### config.mk
export PLATFORM = sky130hd
export DESIGN_NAME = id_scan_param
export DESIGN_NICKNAME = d
export VERILOG_FILES = /design/src/rtl/id_scan_param.sv
export SDC_FILE = /design/constraint.sdc
export NUM_CORES = 1
export LEC_CHECK = 0
export CAP_MARGIN = 20
export CORE_MARGIN = 1
export CORE_UTILIZATION = 30
export CTS_BUF_LIST = sky130_fd_sc_hd__clkbuf_8
export CTS_CLUSTER_SIZE = 12
export DETAILED_ROUTE_END_ITERATION = 16
export DONT_BUFFER_PORTS = 1
export HOLD_SLACK_MARGIN = 0.12
export SETUP_SLACK_MARGIN = 0.05
export SLEW_MARGIN = 15
export SYNTH_ARGS = -nofsm -noshare
export SYNTH_HDL_FRONTEND = slang
export SYNTH_SLANG_ARGS = --single-unit
### constraint.sdc
create_clock -name clk -period 3.81 [get_ports clk]
set_input_delay 0.381 -clock clk [delete_from_list [all_inputs] [get_ports clk]]
set_output_delay 0.381 -clock clk [all_outputs]
set_load 0.05 [all_outputs]
### src/rtl/id_scan_param.sv
// Identifier-suffix recogniser: flags when the accepted ASCII stream ends in a
// letter run followed by a digit run whose lengths fall within the parameter limits.
module id_scan_param #(
  parameter int ALPHA_MIN = 1,
  parameter int DIGIT_MIN = 1,
  parameter int DIGIT_MAX = 8,
  parameter int ALLOW_US  = 0,
  parameter int RUN_W     = 8,
  parameter int CNT_W     = 16
) (
  input  logic             clk,
  input  logic             reset,
  input  logic             char_valid,
  input  logic [7:0]       char,
  output logic             out,
  output logic             match_pulse,
  output logic [CNT_W-1:0] match_count,
  output logic [RUN_W-1:0] alpha_run,
  output logic [RUN_W-1:0] digit_run
);

  typedef enum logic [1:0] {IDLE = 2'd0, ALPHA = 2'd1, DIGIT = 2'd2} state_t;

  localparam logic [RUN_W-1:0] A_MIN = RUN_W'(ALPHA_MIN);
  localparam logic [RUN_W-1:0] D_MIN = RUN_W'(DIGIT_MIN);
  localparam logic [RUN_W-1:0] D_MAX = RUN_W'(DIGIT_MAX);

  state_t           state, state_nx;
  logic [RUN_W-1:0] alpha_nx, digit_nx;
  logic             out_nx;

  function automatic logic is_dig(input logic [7:0] c);
    return (c >= 8'h30) && (c <= 8'h39);
  endfunction

  function automatic logic is_alp(input logic [7:0] c);
    return ((c >= 8'h41) && (c <= 8'h5A)) || ((c >= 8'h61) && (c <= 8'h7A)) ||
           ((ALLOW_US != 0) && (c == 8'h5F));
  endfunction

  // Saturating increment: a saturated run can never wrap back into the legal window.
  function automatic logic [RUN_W-1:0] sat_inc(input logic [RUN_W-1:0] r);
    return (r == '1) ? r : r + RUN_W'(1);
  endfunction

  function automatic logic in_match(input state_t s, input logic [RUN_W-1:0] a,
                                    input logic [RUN_W-1:0] d);
    return (s == DIGIT) && (a >= A_MIN) && (d >= D_MIN) && (d <= D_MAX);
  endfunction

  always_comb begin
    state_nx = state;
    alpha_nx = alpha_run;
    digit_nx = digit_run;
    if (char_valid) begin
      if (is_dig(char)) begin
        case (state)
          ALPHA: begin
            state_nx = DIGIT;
            digit_nx = RUN_W'(1);
          end
          DIGIT:   digit_nx = sat_inc(digit_run);
          default: begin
            state_nx = IDLE;
            alpha_nx = '0;
            digit_nx = '0;
          end
        endcase
      end else if (is_alp(char)) begin
        state_nx = ALPHA;
        alpha_nx = (state == ALPHA) ? sat_inc(alpha_run) : RUN_W'(1);
        digit_nx = '0;
      end else begin
        state_nx = IDLE;
        alpha_nx = '0;
        digit_nx = '0;
      end
    end
  end

  assign out    = in_match(state, alpha_run, digit_run);
  assign out_nx = in_match(state_nx, alpha_nx, digit_nx);

  always_ff @(posedge clk) begin
    if (reset) begin
      state       <= IDLE;
      alpha_run   <= '0;
      digit_run   <= '0;
      match_pulse <= 1'b0;
      match_count <= '0;
    end else begin
      match_pulse <= char_valid && out_nx && !out;
      if (char_valid) begin
        state     <= state_nx;
        alpha_run <= alpha_nx;
        digit_run <= digit_nx;
        if (out_nx && !out)
          match_count <= match_count + CNT_W'(1);
      end
    end
  end

endmodule

Yosys cells after proc, flatten, opt, wreduce, memory -nomap -nowiden
Cells that the tools add are included.
{"block": "classes", "add_sub_neg": 3, "n_mul": 0, "div_mod_pow": 0, "order_cmp": 12, "eq_ne": 5, "n_shift": 0, "mux": 14, "n_bitwise": 0, "reduce_logical": 16}
{"op": "8-bit two-way mux", "count": 9}
{"op": "8-bit by 1-bit >= comparator with 1-bit output (second input constant)", "count": 4}
{"op": "16-bit by 1-bit adder with 16-bit output (second input constant)", "count": 1}
{"op": "8-bit by 1-bit adder with 8-bit output (second input constant)", "count": 2}
{"op": "8-bit == test (second input constant)", "count": 2}
{"op": "8-bit by 7-bit >= comparator with 1-bit output (second input constant)", "count": 2}
{"op": "8-bit by 4-bit less-or-equal comparator with 1-bit output (second input constant)", "count": 2}
{"op": "8-bit by 7-bit less-or-equal comparator with 1-bit output (second input constant)", "count": 2}
{"op": "8-bit one-hot mux with 2 select lines", "count": 1}
{"op": "1-bit logical AND", "count": 12}
{"op": "8-bit by 6-bit >= comparator with 1-bit output (second input constant)", "count": 1}
{"op": "8-bit by 6-bit less-or-equal comparator with 1-bit output (second input constant)", "count": 1}
{"op": "2-bit == test (second input constant)", "count": 2}
{"op": "2-bit two-way mux", "count": 2}
{"op": "2-bit one-hot mux with 2 select lines", "count": 1}
{"op": "2-bit by 1-bit == test with 1-bit output (second input constant)", "count": 1}
{"op": "2-bit AND reduction", "count": 1}
{"op": "2-bit OR reduction", "count": 1}
{"op": "1-bit logical NOT", "count": 1}
{"op": "1-bit logical OR", "count": 1}
{"op": "1-bit two-way mux", "count": 1}
{"block": "word_totals", "regBits": 35, "latch_bits": 0, "ramBits": 0, "mem_bits_ro": 0, "in_bits": 11, "out_inout_bits": 34, "elab_cells": 55, "memories": 0}

Logic depth before layout (Yosys ltp)
Gate-level depths: netlist (run 1).
{"block": "depth", "ltp_word": 12, "mapped_depth": 11, "ltp_nobuf": 10}

Worst setup path after synthesis (run 1)
Ideal clock, no wire load.
{"block": "synth_timing", "path_kind": "reg2reg", "from": "register alpha_run[0]", "to": "register match_count[11]", "setup_ns": 0.070, "arrival_ns": 2.889, "required_ns": 3.740, "path_slack_ns": 0.851, "path_stages_with_launch": 11, "n_path_buf": 1, "synth_period_minus_slack_ns": 2.959, "cell_sequence": "dfxtp_1 ha_1 and3_4 and3_4 mux2_2 a32o_1 nand4_2 nand4_2 buf_6 or4_1 a21oi_1"}
{"block": "synth_via", "elab_chain_len": 12, "elab_cells_between_ends": 19, "cone_classes": "add/sub (1); order compare (2); eq/ne (1); mux (6); reduce/logical (9)"}
{"item": "from (decl)", "line_no": "18", "source": "output logic [RUN_W-1:0] alpha_run,"}
{"item": "from (signal assigned)", "line_no": "95", "source": "alpha_run <= alpha_nx;"}
{"item": "8-bit by 1-bit adder with 8-bit output / 8-bit == test (equally long branches)", "line_no": "43", "source": "return (r == '1) ? r : r + RUN_W'(1);"}
{"item": "8-bit two-way mux", "line_no": "43"}
{"item": "8-bit two-way mux", "line_no": "71", "source": "alpha_nx = (state == ALPHA) ? sat_inc(alpha_run) : RUN_W'(1);"}
{"item": "8-bit two-way mux", "line_no": "69", "source": "end else if (is_alp(char)) begin"}
{"item": "8-bit two-way mux", "line_no": "56", "source": "if (is_dig(char)) begin"}
{"item": "8-bit two-way mux", "line_no": "55", "source": "if (char_valid) begin"}
{"item": "8-bit by 1-bit >= comparator with 1-bit output", "line_no": "48", "source": "return (s == DIGIT) && (a >= A_MIN) && (d >= D_MIN) && (d <= D_MAX);"}
{"item": "1-bit logical AND (3 in a row)", "line_no": "48"}
{"item": "1-bit logical AND (*)", "line_no": "97", "source": "if (out_nx && !out)"}
{"item": "2-bit AND reduction (no source line) (*)"}
{"item": "to (signal assigned)", "line_no": "98", "source": "match_count <= match_count + CNT_W'(1);"}
{"item": "to (decl)", "line_no": "17", "source": "output logic [CNT_W-1:0] match_count,"}
Mark *: on every way between the ends. The rest lies on a longest branch, timed or not.
A chain may end at the register's enable or synchronous reset.

Worst setup path in the final report (run 1)
{"block": "layout_timing", "from": "register alpha_run[0]", "to": "register match_count[6]"}
The elaborated chain is that of the path after synthesis.

==> results.sh, run 1 <==
export IMPL_holdCritPathClass="in -> reg"
export IMPL_portBuffers=0
export IMPL_cpPeakStageDelay_ns=0.67
export IMPL_placed_area_sq_um=2396
export IMPL_start_util_pct=31.34
export IMPL_startpoint_type="register"
export IMPL_crit_slowest_cell="dfxtp_1"
export IMPL_setup_tns_ns=0
export IMPL_path_cells="ha_1 -> and3_4 -> and3_4 -> mux2_2 -> a32o_1 -> nand4_2 -> nand4_2 -> or4b_1 -> a21oi_1"
export IMPL_design_area_sq_um=2481
export IMPL_arrival_ns=3.52
export IMPL_seq_area_frac_synth_pct=30.50
export IMPL_ys_async_sr_fraction_pct=0
export IMPL_final_hold_violation_count=0
export IMPL_endpoint_kind="register"
export IMPL_synth_distinct_cells=62
export IMPL_route_antenna_remaining_nets=0
export IMPL_dieArea_sq_um=8011
export IMPL_synth_seq_cells=35
export IMPL_crit_type="reg -> reg"
export IMPL_cts_buffers=5
export IMPL_ys_dominant_reg_cell="dfxtp_1"
export IMPL_fin_nets=303
export IMPL_grt_pass1_vias=1915
export IMPL_slew_headroom_pct=45.80
export IMPL_skew_ns=0.005445
export IMPL_num_io_pins=45
export IMPL_holdBufCountCts=0
export IMPL_final_min_clock_period_ns=3.296
export IMPL_place_congestion=0.8395
export IMPL_required_ns=4.03
export IMPL_fin_ws_ns=0.5142
export IMPL_area_growth_pct=8.007
export IMPL_via_per_inst=5.762
export IMPL_synth_enable_flop_cells=0
export IMPL_drt_total_wl_mm=5.908
export IMPL_critPathMaxFanout=15
export IMPL_gr_total_overflow=0
export IMPL_synth_nets=303
export IMPL_place_ws_ns=0.5618
export IMPL_maxCapViolCount=0
export IMPL_synthTopCellsByArea="dfxtp_1 31%, a21oi_1 6.1%, ha_1 5.4%"
export IMPL_dr_pass1_iters=4
export IMPL_maxSlewViolCount=0
export IMPL_syn_avg_cell_area_sq_um=8.146
export IMPL_hpwl_mm=4.187
export IMPL_tritoncts="yes"
export IMPL_wl_met3_um=376
export IMPL_die_y_um=89.51
export IMPL_period_share_pct=86.50
export IMPL_cts_setup_buffers=0
export IMPL_yosysTopAreaCell="dfxtp_1"
export IMPL_yosysMostFrequentCell="dfxtp_1"
export IMPL_powerDensity_nw_per_um2=266.8
export IMPL_ir_worst_vdd_v=0.0001147
export IMPL_antenna_found_initial=0
export IMPL_clock_latency_ns=0.29
export IMPL_fmax_mhz=303.4
export IMPL_leakage_nw=0.8097
export IMPL_setup_viol=0
export IMPL_post_place_cells=374
export IMPL_layout_drive_gt1_share_pct=10.60
export IMPL_post_route_drc_count=0
export IMPL_ys_warn_count=0
export IMPL_synth_cells=282
export IMPL_clk_pin_slew_worst_paths_ns=0.08
export IMPL_grt_usage_pct=14.66
export IMPL_grt_max_degree=36
export IMPL_num_antenna_cells=0
export IMPL_tightest_slew_ns=0.8119
export IMPL_wl_per_cell_um=15.47
export IMPL_grt_pass1_wl_mm=9.156
export IMPL_synth_common_cells="35 x dfxtp_1, 28 x a21oi_1, 23 x nor2_1"
export IMPL_wl_met2_mm=2.781
export IMPL_core_region_area_sq_um=7331
export IMPL_cts_sinks=35
export IMPL_rows=31
export IMPL_layout_cells_non_filler=382
export IMPL_htree_levels=2
export IMPL_cts_root_buffer="clkbuf_8"
export IMPL_met1Wirelength_mm=2.684
export IMPL_die_w_um=89.51
export IMPL_detail_route_iter0_violations=117
export IMPL_rsz0062_at_grt="false"
export IMPL_status="complete, no violations"
export IMPL_routed_via_count=2201
export IMPL_cts_resized_gates=0
export IMPL_dr_max_layer_used="met4"
export IMPL_cts_buffer_depth=2
export IMPL_yosysTopAreaCellShare_pct=30.50
export IMPL_synth_area_sq_um=2297
metrics by stage:
stage	hold WS, ns	power [mW]	util, %
after floorplan	0.4604	0.4027	-
after global placement	0.4573	0.4017	32.68
after detailed placement	0.4581	0.4017	32.68
after CTS	0.1431	0.6698	33.85
after global routing	0.1379	0.6869	33.85
final	0.1545	0.6620	33.85
where the power goes:
group / leakage [nW] / internal, mW / switching (mW) / total [mW]
logic: 0.482 / 0.0100 / 0.0147 / 0.0247
registers: 0.282 / 0.366 / 0.00192 / 0.368
clock network: 0.0453 / 0.125 / 0.144 / 0.269
total: 0.810 / 0.501 / 0.161 / 0.662
worst paths after layout:
| path | start | slack (ns) | depth (start not counted) | to |
|---|---|---|---|---|
| min | reset | 0.15 | 1 | digit_run[3] |
| max reg2reg | alpha_run[0] | 0.51 | 9 | match_count[6] |
| min reg2reg | state[1] | 0.50 | 2 | state[1] |
| max | alpha_run[0] | 0.51 | 9 | match_count[6] |
cell usage in the layout, fill, tap and decap left out, drive strengths merged, types with 5 or more instances in the layout:
master	netlist	layout
a21oi	28	28
a31oi	6	6
and3	13	13
buf	9	7
clkbuf	5	5
dfxtp	35	35
ha	10	10
inv	14	15
nand2	15	15
nand3	15	15
nand4	8	8
nor2	23	23
nor3	8	8
o21ai	15	15
o31ai	13	13
or4	11	11
state kept, by name, indices dropped and copies added (netlist names):
signal	count
match_count	16
alpha_run	8
digit_run	8
state	2
match_pulse	1
area by class of cell:
cell class                 instances  area (sq um)
clock buffer                       5         68.82
clock inverter                     3         16.27
fill                             771          4850
inverter                          14         52.55
multi-input combinational        219          1466
sequential                        35         700.7
tap                               99         123.9
timing repair buffer               7         52.55
layer usage:
layer,vias up,track usage [%]
li1,1076,-
met1,1056,19.59
met2,60,23.39
met3,9,3.878
met4,0,3.896
met5,-,0
critical path, delay by kind of cell (launching register included):
kind	cells	cell delay, ns
multiplexers	1	0.33
flip-flops	1	0.67
AO/OA/AOI/OAI	2	0.41
adder cells (fa/ha/maj)	1	0.39
AND/OR/NAND/NOR	5	1.43
logic make-up (layout without fill, tap and decap cells):
logic type,Yosys count,count (layout),share of synthesized area [%]
AOI/OAI and AO/OA,87,87,25.60
xor gates and xnor gates,2,2,0.7627
adders and majority gates,10,10,5.447
buffers and inverters,28,29,5.664
DFF,35,35,30.50
muxes,2,2,0.9259
and+or+nand+nor,118,118,31.10
Note: power is estimated with default switching activity, not from simulation.
==> run 2, diff against run 1 <==
--- a/config.mk
+++ b/config.mk
@@ -6,6 +6,8 @@
 export NUM_CORES = 1
 export LEC_CHECK = 0
 export CAP_MARGIN = 20
+export CELL_PAD_IN_SITES_DETAIL_PLACEMENT = 0
+export CELL_PAD_IN_SITES_GLOBAL_PLACEMENT = 1
 export CORE_MARGIN = 1
 export CORE_UTILIZATION = 30
 export CTS_BUF_LIST = sky130_fd_sc_hd__clkbuf_8
@@ -13,6 +15,7 @@
 export DETAILED_ROUTE_END_ITERATION = 16
 export DONT_BUFFER_PORTS = 1
 export HOLD_SLACK_MARGIN = 0.12
+export PLACE_DENSITY_LB_ADDON = 0.1
 export SETUP_SLACK_MARGIN = 0.05
 export SLEW_MARGIN = 15
 export SYNTH_ARGS = -nofsm -noshare
==> results.sh, run 2 (same netlist as run 1, synthesis figures left out) <==
export IMPL_slew_headroom_pct=53.64
export IMPL_fmax_mhz=306.0
export IMPL_cpPeakStageDelay_ns=0.66
export IMPL_endpoint_kind="register"
export IMPL_die_w_um=89.51
export IMPL_clk_pin_slew_worst_paths_ns=0.08
export IMPL_largestRegisters="match_count x16, alpha_run x8, digit_run x8"
export IMPL_maxSlewViolCount=0
export IMPL_cts_setup_buffers=0
export IMPL_min_from="reset"
export IMPL_tightest_slew_ns=0.6945
export IMPL_required_ns=4.03
export IMPL_design_power_total_mw=0.7458
export IMPL_cts_resized_gates=0
export IMPL_maxCapViolCount=0
export IMPL_start_util_pct=31.34
export IMPL_worstSetupStartpoint="alpha_run[0]"
export IMPL_reg2reg_setup_slack_ns=0.54
export IMPL_status="complete, no violations"
export IMPL_antenna_found_initial=0
export IMPL_area_growth_pct=11.38
export IMPL_crit_slowest_cell="dfxtp_1"
export IMPL_gr_total_overflow=0
export IMPL_drt_total_wl_mm=6.308
export IMPL_rr_worst_depth=9
export IMPL_num_io_pins=45
export IMPL_dieArea_sq_um=8011
export IMPL_grt_pass1_vias=2015
export IMPL_startpoint_type="register"
export IMPL_period_share_pct=85.78
export IMPL_ir_worst_vdd_v=0.0001283
export IMPL_critPathMaxFanout=15
export IMPL_rsz0062_at_grt="false"
export IMPL_r2r_start="alpha_run[0]"
export IMPL_dr_pass1_iters=4
export IMPL_grt_usage_pct=16.47
export IMPL_rr_endpoint="match_count[6]"
export IMPL_htree_levels=2
export IMPL_via_per_inst=5.686
export IMPL_path_cells="ha_1 -> and3_4 -> and3_4 -> mux2_2 -> a32o_1 -> nand4_2 -> nand4_2 -> or4b_1 -> a21oi_1"
export IMPL_placed_area_sq_um=2441
export IMPL_holdPathStages=1
export IMPL_grt_pass1_wl_mm=10.09
export IMPL_cts_root_buffer="clkbuf_8"
export IMPL_clock_latency_ns=0.29
export IMPL_cts_sinks=35
export IMPL_final_min_clock_period_ns=3.268
export IMPL_rows=31
export IMPL_crit_type="reg -> reg"
export IMPL_detail_route_iter0_violations=66
export IMPL_layout_commonest_cell="dfxtp_1"
export IMPL_setup_tns_ns=0
export IMPL_largest_register_ffs=16
export IMPL_num_antenna_cells=0
export IMPL_grt_max_degree=36
export IMPL_cts_buffer_depth=2
export IMPL_tritoncts="yes"
export IMPL_leakage_nw=0.8583
export IMPL_layout_drive_gt1_share_pct=12.80
export IMPL_core_region_area_sq_um=7331
export IMPL_final_cell_mix="35 x dfxtp_1, 28 x a21oi_1, 23 x nor2_1, 15 x nand2_1, 15 x nand3_1"
export IMPL_skew_ns=0.008598
export IMPL_powerDensity_nw_per_um2=291.5
export IMPL_routed_via_count=2206
export IMPL_final_hold_violation_count=0
export IMPL_post_route_drc_count=0
export IMPL_holdCritPathClass="in -> reg"
export IMPL_fin_nets=309
export IMPL_arrival_ns=3.49
export IMPL_setup_viol=0
export IMPL_route_antenna_remaining_nets=0
export IMPL_place_congestion=0.7527
export IMPL_hpwl_mm=4.502
export IMPL_largest_register="match_count"
export IMPL_design_area_sq_um=2559
export IMPL_min_to="match_pulse"
export IMPL_wl_per_cell_um=16.26
export IMPL_portBuffers=0
export IMPL_cts_buffers=5
export IMPL_die_y_um=89.51
export IMPL_holdBufCountCts=0
[run 2: final cells by class]
class | count | area (sq um)
Fill cell | 787 | 4772
Clock buffer | 6 | 82.58
Clock inverter | 2 | 35.03
Timing Repair Buffer | 13 | 97.59
Tap cell | 99 | 123.9
Multi-Input combinational cell | 219 | 1466
Inverter | 14 | 52.55
Sequential cell | 35 | 700.7
[run 2: worst max-delay path, delay by kind of cell (launching register included)]
family,cells,cell delay (ns)
mux,1,0.33
flops,1,0.66
simple gates,5,1.42
compound gates,2,0.41
fa+ha+maj,1,0.38
[run 2: power breakdown]
part           total [mW]  switching [mW]  internal [mW]
Combinational      0.0254          0.0154         0.0100
Sequential          0.368         0.00189          0.366
Clock               0.352           0.140          0.212
Total               0.746           0.158          0.588
[run 2: layer usage]
metal	routed length, um	global-route usage, %
met5	0	0
met1	2953	21.38
met2	2999	27.83
met3	314	3.878
met4	40	3.463
[run 2: stage by stage]
| step | setup slack [ns] | hold slack (ns) | utilization, % | std cells |
|---|---|---|---|---|
| global placement | 0.5361 | 0.4557 | 33.30 | 380 |
| floorplan | 0.8506 | 0.4604 | - | 282 |
| CTS | 0.5088 | 0.1499 | 34.90 | 388 |
| finish | 0.5419 | 0.1596 | 34.90 | 388 |
| global route | 0.2582 | 0.1355 | 34.90 | 388 |
| detailed placement | 0.5427 | 0.4583 | 33.30 | 380 |
[run 2: how the worst max path moves through the flow]
stage                                  to  slack [ns]  cells past startpoint
after floorplan           match_count[11]        0.85                     10
after global placement     match_count[6]        0.54                      9
after CTS                  match_count[6]        0.51                      9
after detailed placement   match_count[6]        0.54                      9
final                      match_count[6]        0.54                      9
after global routing      match_count[12]        0.26                      9
==> run 3, diff against run 2 <==
--- a/config.mk
+++ b/config.mk
@@ -5,6 +5,7 @@
 export SDC_FILE = /design/constraint.sdc
 export NUM_CORES = 1
 export LEC_CHECK = 0
+export ABC_AREA = 1
 export CAP_MARGIN = 20
 export CELL_PAD_IN_SITES_DETAIL_PLACEMENT = 0
 export CELL_PAD_IN_SITES_GLOBAL_PLACEMENT = 1
==> results.sh, run 3 <==
export IMPL_status="complete, no violations"
export IMPL_die_y_um=93.83
export IMPL_design_power_total_mw=0.7226
export IMPL_skew_ns=0.005857
export IMPL_synth_nets=441
export IMPL_gr_total_overflow=0
export IMPL_cts_sinks=35
export IMPL_grt_max_degree=22
export IMPL_cts_resized_gates=0
export IMPL_setup_viol=0
export IMPL_tightest_slew_ns=0.7083
export IMPL_tritoncts="yes"
export IMPL_fmax_mhz=333.7
export IMPL_grt_usage_pct=15.84
export IMPL_endpoint_kind="register"
export IMPL_cts_buffer_depth=2
export IMPL_syn_avg_cell_area_sq_um=6.024
export IMPL_final_cell_mix="113 x nand2_1, 69 x inv_1, 65 x nor2_1, 38 x nand3_1, 35 x dfxtp_1"
export IMPL_grt_pass1_wl_mm=11.04
export IMPL_min_from="reset"
export IMPL_cpPeakStageDelay_ns=0.77
export IMPL_detail_route_iter0_violations=170
export IMPL_path_cells="inv_1 -> ha_1 -> nand2_1 -> nand2_1 -> nand2_1 -> nor2_1 -> nand2_1 -> nand2_1 -> nor2_1 -> nand3_1 -> nor3_2 -> nand3_2 -> nor2_4 -> nand2_2 -> o21ai_1 -> nor2_1"
export IMPL_dr_pass1_iters=4
export IMPL_wl_per_cell_um=12.51
export IMPL_clk_pin_slew_worst_paths_ns=0.07
export IMPL_fin_hold_ws_ns=0.1520
export IMPL_layout_drive_gt1_share_pct=8.962
export IMPL_htree_levels=2
export IMPL_synth_enable_flop_cells=0
export IMPL_largest_register_ffs=16
export IMPL_r2r_start="digit_run[0]"
export IMPL_hpwl_mm=5.061
export IMPL_num_io_pins=45
export IMPL_yosysTopAreaCellShare_pct=27.70
export IMPL_final_hold_violation_count=0
export IMPL_yosysMostFrequentCell="nand2_1"
export IMPL_dieArea_sq_um=8804
export IMPL_maxSlewViolCount=0
export IMPL_route_antenna_remaining_nets=0
export IMPL_via_per_inst=4.647
export IMPL_synthTopCellsByArea="dfxtp_1 28%, nand2_1 17%, inv_1 10%"
export IMPL_reg2reg_setup_slack_ns=0.81
export IMPL_worstSetupStartpoint="digit_run[0]"
export IMPL_leakage_nw=1.220
export IMPL_synth_distinct_cells=33
export IMPL_synth_area_sq_um=2530
export IMPL_largestRegisters="match_count x16, alpha_run x8, digit_run x8"
export IMPL_synth_seq_cells=35
export IMPL_synth_cells=420
export IMPL_final_min_clock_period_ns=2.997
export IMPL_cts_buffers=5
export IMPL_seq_area_frac_synth_pct=27.70
export IMPL_area_growth_pct=8.408
export IMPL_slew_headroom_pct=52.72
export IMPL_core_region_area_sq_um=8175
export IMPL_powerDensity_nw_per_um2=263.5
export IMPL_layout_commonest_cell="nand2_1"
export IMPL_crit_slowest_cell="dfxtp_1"
export IMPL_num_antenna_cells=0
export IMPL_cts_root_buffer="clkbuf_8"
export IMPL_rows=33
export IMPL_nFillCells=949
export IMPL_rsz0062_at_grt="false"
export IMPL_synth_common_cells="113 x nand2_1, 68 x inv_1, 65 x nor2_1"
export IMPL_ys_dominant_reg_cell="dfxtp_1"
export IMPL_arrival_ns=3.18
export IMPL_period_share_pct=78.66
export IMPL_startpoint_type="register"
export IMPL_setup_tns_ns=0
export IMPL_post_route_drc_count=0
export IMPL_holdBufCountCts=0
export IMPL_place_congestion=0.7912
export IMPL_critPathMaxFanout=16
export IMPL_ir_worst_vdd_v=0.0001689
export IMPL_die_w_um=93.83
export IMPL_grt_pass1_vias=2333
export IMPL_cts_setup_buffers=0
export IMPL_maxCapViolCount=0
export IMPL_fin_nets=444
export IMPL_holdCritPathClass="in -> reg"
export IMPL_antenna_found_initial=0
export IMPL_required_ns=4.00
export IMPL_crit_type="reg -> reg"
export IMPL_ys_async_sr_fraction_pct=0
export IMPL_yosysTopAreaCell="dfxtp_1"
export IMPL_routed_via_count=2458
export IMPL_cp_common_cell="nand2_1"
export IMPL_largest_register="match_count"
export IMPL_clock_latency_ns=0.29
export IMPL_ys_warn_count=0
export IMPL_drt_total_wl_mm=6.616
export IMPL_portBuffers=0
export IMPL_start_util_pct=30.95
## run 3: cell types whose count changed after synthesis, moves of 10 or more
cell	delta
inv_1	+54
and3_1	-10
or4_1	-10
nand3_1	+23
nand2_1	+98
nor2_1	+42
nand2_2	+10
o31ai_1	-12
## run 3: final timing paths
| kind | end | depth (start not counted) |
|---|---|---|
| max | match_count[10] | 16 |
| min | digit_run[1] | 1 |
| max reg2reg | match_count[10] | 16 |
| min reg2reg | state[1] | 2 |
## run 3: worst max-delay path: cells and delay by family (launching register included)
family	cells	cell delay, ns
AO/OA/AOI/OAI	1	0.15
adder cells (fa/ha/maj)	1	0.27
buffers and inverters	1	0.27
flip-flops	1	0.77
AND/OR/NAND/NOR	13	1.45
## run 3: where the power goes
| part | internal (mW) | leakage (nW) | switching [mW] |
|---|---|---|---|
| combinational | 0.0154 | 0.882 | 0.0356 |
| clock | 0.162 | 0.0557 | 0.137 |
| sequential | 0.367 | 0.282 | 0.00463 |
| total | 0.545 | 1.22 | 0.178 |
## run 3: routing by layer
metal  vias to the layer above  track usage [%]  wire (um)
li1                       1316                -          -
met4                         0            2.949         46
met2                        36            25.36       2880
met1                      1102            21.26       3353
met3                         4            4.369        335
met5                         -                0          0
## run 3: area by class of cell
type	count	area [sq um]	share of cell area (%)
inverters	70	262.8	9.580
multi-input cells	309	1533	55.89
clock inverters	1	3.754	0.1369
well taps	105	131.4	4.790
repair buffers	2	15.01	0.5474
clock buffers	7	96.34	3.513
flip-flops and latches	35	700.7	25.55
## run 3: stage by stage
| step | setup WS (ns) | instance area, sq um | std cells | utilization [%] |
|---|---|---|---|---|
| 2_1_floorplan | 1.334 | 2530 | 420 | - |
| 3_3_place_gp | 0.8007 | 2643 | 521 | 32.32 |
| 3_5_place_dp | 0.7658 | 2643 | 521 | 32.32 |
| 4_1_cts | 0.7395 | 2743 | 529 | 33.55 |
| 5_1_grt | 0.4651 | 2743 | 529 | 33.55 |
| 6_report | 0.8130 | 2743 | 529 | 33.55 |
## run 3: cells by family (layout without fill, tap and decap cells)
kind of cell	after synthesis	in the layout	synth area share, %
AND/OR/NAND/NOR	255	255	45.20
buffers and inverters	76	80	11.72
AO/OA/AOI/OAI	40	40	9.050
flip-flops	35	35	27.70
adder cells (fa/ha/maj)	10	10	4.946
XOR/XNOR	4	4	1.385
